--- src/rtl/pq_batch_sorter.sv ---
// Streaming batch sorter built around an attached priority queue.
// Loads a batch of {key,val} beats into the PQ, then drains it in ascending key order.
module pq_batch_sorter #(
  parameter int unsigned KEY_WIDTH   = 8,
  parameter int unsigned VAL_WIDTH   = 8,
  parameter int unsigned PQ_CAPACITY = 15
) (
  input  logic                           clk,
  input  logic                           rst,
  input  logic                           in_valid,
  output logic                           in_ready,
  input  logic [KEY_WIDTH+VAL_WIDTH-1:0] in_kv,
  input  logic                           in_last,
  output logic                           out_valid,
  input  logic                           out_ready,
  output logic [KEY_WIDTH+VAL_WIDTH-1:0] out_kv,
  output logic                           out_last,
  output logic                           pq_enq,
  output logic                           pq_deq,
  output logic [KEY_WIDTH+VAL_WIDTH-1:0] pq_kvi,
  input  logic [KEY_WIDTH+VAL_WIDTH-1:0] pq_kvo,
  input  logic                           pq_full,
  input  logic                           pq_empty,
  input  logic                           pq_busy,
  output logic                           err_trunc,
  output logic                           busy
);

  localparam int unsigned CNT_W = $clog2(PQ_CAPACITY + 1);
  localparam logic [CNT_W-1:0] CAP    = CNT_W'(PQ_CAPACITY);
  localparam logic [CNT_W-1:0] CAP_M1 = CNT_W'(PQ_CAPACITY - 1);
  localparam logic [CNT_W-1:0] ONE    = CNT_W'(1);

  typedef enum logic {
    S_LOAD  = 1'b0,
    S_DRAIN = 1'b1
  } state_t;

  state_t           state_q;
  state_t           state_d;
  logic [CNT_W-1:0] count_q;

  // State register
  always_ff @(posedge clk or negedge rst) begin
    if (!rst) begin
      state_q <= S_LOAD;
    end else begin
      state_q <= state_d;
    end
  end

  // Next state and PQ command decode; in_ready is forced low while reset is held
  always_comb begin
    state_d  = state_q;
    in_ready = 1'b0;
    pq_enq   = 1'b0;
    pq_deq   = 1'b0;
    unique case (state_q)
      S_LOAD: begin
        in_ready = rst && !pq_busy && !pq_full && (count_q < CAP);
        pq_enq   = in_valid && in_ready;
        if (pq_enq && (in_last || (count_q == CAP_M1))) begin
          state_d = S_DRAIN;
        end
      end
      S_DRAIN: begin
        pq_deq = (count_q != '0) && !pq_busy && !pq_empty && (!out_valid || out_ready);
        if (out_valid && out_ready && out_last) begin
          state_d = S_LOAD;
        end
      end
      default: state_d = S_LOAD;
    endcase
  end

  assign pq_kvi = in_kv;
  assign busy   = !((state_q == S_LOAD) && (count_q == '0));

  // Batch counter, truncation flag and one-entry output register
  always_ff @(posedge clk or negedge rst) begin
    if (!rst) begin
      count_q   <= '0;
      out_valid <= 1'b0;
      out_last  <= 1'b0;
      out_kv    <= '0;
      err_trunc <= 1'b0;
    end else begin
      if (pq_enq) begin
        count_q <= count_q + ONE;
        if (count_q == '0) begin
          err_trunc <= 1'b0;
        end
        // Filling the PQ without a last beat ends the batch early
        if (!in_last && (count_q == CAP_M1)) begin
          err_trunc <= 1'b1;
        end
      end
      if (pq_deq) begin
        out_kv    <= pq_kvo;
        out_valid <= 1'b1;
        out_last  <= (count_q == ONE);
        count_q   <= count_q - ONE;
      end else if (out_valid && out_ready) begin
        out_valid <= 1'b0;
        out_last  <= 1'b0;
      end
    end
  end

endmodule

--- config.mk ---
export PLATFORM = sky130hd
export DESIGN_NAME = pq_batch_sorter
export DESIGN_NICKNAME = d
export VERILOG_FILES = /design/src/rtl/pq_batch_sorter.sv
export SDC_FILE = /design/constraint.sdc
export NUM_CORES = 1
export LEC_CHECK = 0
export BUFFER_PORTS_ARGS = -buffer_cell sky130_fd_sc_hd__buf_4
export CAP_MARGIN = 20
export CORE_ASPECT_RATIO = 1.5
export CORE_MARGIN = 2
export CORE_UTILIZATION = 30
export DETAILED_ROUTE_END_ITERATION = 8
export PLACE_DENSITY = 0.6
export SLEW_MARGIN = 20
export SYNTH_ARGS = -nofsm -noshare
export SYNTH_HDL_FRONTEND = slang
export SYNTH_SLANG_ARGS = --single-unit
--- constraint.sdc ---
create_clock -name clk -period 1.8 [get_ports clk]
set_input_delay 0.09 -clock clk [delete_from_list [all_inputs] [get_ports clk]]
set_output_delay 0.09 -clock clk [all_outputs]
set_load 0.02 [all_outputs]
==> flow_summary.json <==
{
  "pre_cts_slack_ns": 0.00111,
  "whs_endpoint": "out_kv[5]",
  "syn_area_mm2": 0.00126,
  "clk_pin_slew_ns": 0.09,
  "power.ir.vdd_worst_v": 0.000790,
  "dr.pass1.iters": 4,
  "yosysTopAreaCell": "dfrtp_1",
  "synth_edf_count": 0,
  "worst_pin_slew_ns": 0.349,
  "cts.sinks": 24,
  "die_h_um": 83.5,
  "rr_startpoint": "count_q[0]",
  "avgViaCountPerCell": 4.76,
  "finalMaxSlewViolations": 0,
  "synthDistinctLibCells": 26,
  "synth_common_cells": "dfrtp_1, mux2_2, buf_4",
  "dpl.hpwl_mm": 1.92,
  "ys_seq_area_share_pct": 47.5,
  "grt_pass1_wl_mm": 4.53,
  "syn_to_final_growth_pct": 37.5,
  "combinationalPowerShare_pct": 50.7,
  "worst_slack_ns": 0.0625,
  "grt_pass1_vias": 1020,
  "final_net_count": 197,
  "die_width_um": 57.0,
  "grt_usage_pct": 11.6,
  "worstSetupPathType": "register to output port",
  "synth_top_area_share_pct": 47.5,
  "antenna_found_initial": 0,
  "cts_buffer_depth": 2,
  "io_buffers": 46,
  "dieArea_mm2": 0.00476,
  "internal-power_mw": 1.86,
  "wl_per_cell_um": 13.2,
  "core_mm2": 0.00399,
  "worstPathArrival_ns": 1.65,
  "drive_gt1_share_pct": 58.6,
  "start_kind": "register",
  "async_reset_ff_share_pct": 100,
  "drcViolationCount": 0,
  "grt_overflow": 0,
  "hold_viol_final": 0,
  "end_kind": "output port",
  "insertedDiodeCount": 0,
  "r2r-end": "out_kv[8]",
  "synth_area_leaders": "dfrtp_1, mux2_2, buf_4",
  "synth_nets": 151,
  "final_antenna_net_count": 0,
  "min_from": "pq_kvo[5]",
  "power_frac_clock_pct": 15.9,
  "grt_max_degree": 25,
  "vias": 937,
  "insertion_delay_ns": 0.26,
  "synthCells": 107,
  "gp_congestion": 0.739,
  "sequentialPowerShare_pct": 33.3,
  "max-cap-violations": 0,
  "min_path_type": "input port to register",
  "initial_core_util_pct": 31.7,
  "place_inst": 185,
  "slew_headroom_pct": 76.7,
  "worstPathMaxFanout": 4,
  "cp.required_ns": 1.71,
  "syn_avg_cell_area_um2": 11.8,
  "fin_crit_sh_pct": 96.5,
  "synth_ff_type": "dfrtp_1",
  "yosysMostFrequentCell": "dfrtp_1",
  "io_pins": 79,
  "fin_cells": 197,
  "outcome": "finished, final reports clean",
  "setup_violations": 0,
  "power_density_mw_per_mm2": 1660,
  "hold_depth": 2,
  "synth-seq-cells": 24,
  "numCtsBuffers": 3,
  "switchingPower_mw": 1.02,
  "power.leakage_nw": 0.835,
  "cts_tree": "done",
  "period_needed_ns": 1.74,
  "fmax_mhz": 576,
  "switching_share_pct": 35.5,
  "ys_warn_count": 0,
  "num_rows": 28,
  "wl_mm": 2.60,
  "reg2regPathDepth": 5,
  "skew_ns": 0.00790,
  "clock_tree.root_cell": "clkbuf_8",
  "fillerInstances": 411,
  "drtIter0Drc": 12,
  "r2r_slack_ns": 0.09,
  "cts.htree.levels": 1
}
==> registers in the layout, indices dropped and copies added (netlist names) <==
register and count:
out_kv 16, count_q 4, err_trunc 1, out_last 1, out_valid 1, state_q 1
==> power by group through the flow <==
| stage | Sequential (mW) | Clock (mW) | Combinational [mW] |
|---|---|---|---|
| 2_1_floorplan | 1.20 | 0 | 0.607 |
| 3_3_place_gp | 0.954 | 0 | 1.32 |
| 3_5_place_dp | 0.965 | 0 | 1.35 |
| 4_1_cts | 0.964 | 0.474 | 1.40 |
| 5_1_grt | 0.998 | 0.499 | 1.58 |
| 6_report | 0.959 | 0.459 | 1.46 |
==> kinds of logic after synthesis <==
group / after synthesis / synth area share [%]
AOI/OAI and AO/OA: 9 / 4.65
xor gates and xnor gates: 2 / 1.39
adders and majority gates: 4 / 3.96
buffers and inverters: 24 / 13.7
DFF: 24 / 47.5
muxes: 17 / 15.1
and+or+nand+nor: 27 / 13.7
==> area by class of cell <==
| cell class | instances | area [um2] | area share, % |
|---|---|---|---|
| sequential | 24 | 601 | 34.5 |
| clock buffer | 3 | 41.3 | 2.37 |
| tap | 45 | 56.3 | 3.24 |
| clock inverter | 1 | 30.0 | 1.73 |
| multi-input combinational | 60 | 520 | 29.9 |
| inverter | 4 | 15.0 | 0.863 |
| timing repair buffer | 60 | 475 | 27.3 |
==> per-stage QoR <==
step                      util (%)  hold WS [ns]  total power [mW]  instance area [um2]  setup TNS, ns
after floorplan                  -        -0.206              1.81                 1260              0
after global placement        39.1         0.106              2.28                 1560              0
after detailed placement      39.1         0.108              2.32                 1560              0
after CTS                     42.1        0.0476              2.84                 1680              0
after global routing          43.5        0.0417              3.07                 1740       -0.00967
final                         43.5        0.0531              2.88                 1740              0
==> worst max-delay path, stage by stage, from the launching register on <==
cell and delay [ns]:
dfrtp_1 0.39, inv_2 0.08, ha_4 0.12, or3b_4 0.41, or2_4 0.24, buf_6 0.13
==> metal layers <==
layer	vias to the layer above	track usage (%)	routed length, um
met5	-	0	0
met4	0	2.11	0
met3	0	3.72	180
met2	41	20.6	1430
met1	459	13.5	987
li1	437	-	-
==> what timing repair did <==
item	4_1_cts	5_1_grt
endpoints found under the hold margin	25	0
setup buffers	1	4
hold buffers	2	0
resized for setup	6	2
endpoints found under the setup margin	11	8
gates cloned	1	0
pin swaps	1	0
==> how the worst max path moves through the flow <==
stage | from | to | slack (ns)
final | count_q[0] | busy | 0.06
after detailed placement | count_q[1] | out_kv[12] | 0.001
after global routing | state_q | pq_enq | -0.007
after global placement | count_q[0] | out_kv[15] | 0.05
after floorplan | count_q[0] | out_kv[0] | 0.04
after CTS | count_q[1] | pq_deq | 0.003
==> placed cells by master, fill, tap and decap left out, types with 2 or more instances in the layout <==
cell type / instances
mux2_2: 17
nand2_1: 6
clkbuf_8: 3
ha_1: 3
nand3_1: 8
nor2_1: 3
inv_1: 2
nand3_2: 2
o31ai_1: 2
dlygate4sd3_1: 2
o21ai_0: 3
and2_1: 2
buf_4: 55
inv_2: 2
dfrtp_1: 24
buf_6: 2
Power figures use the tool's default switching activity.
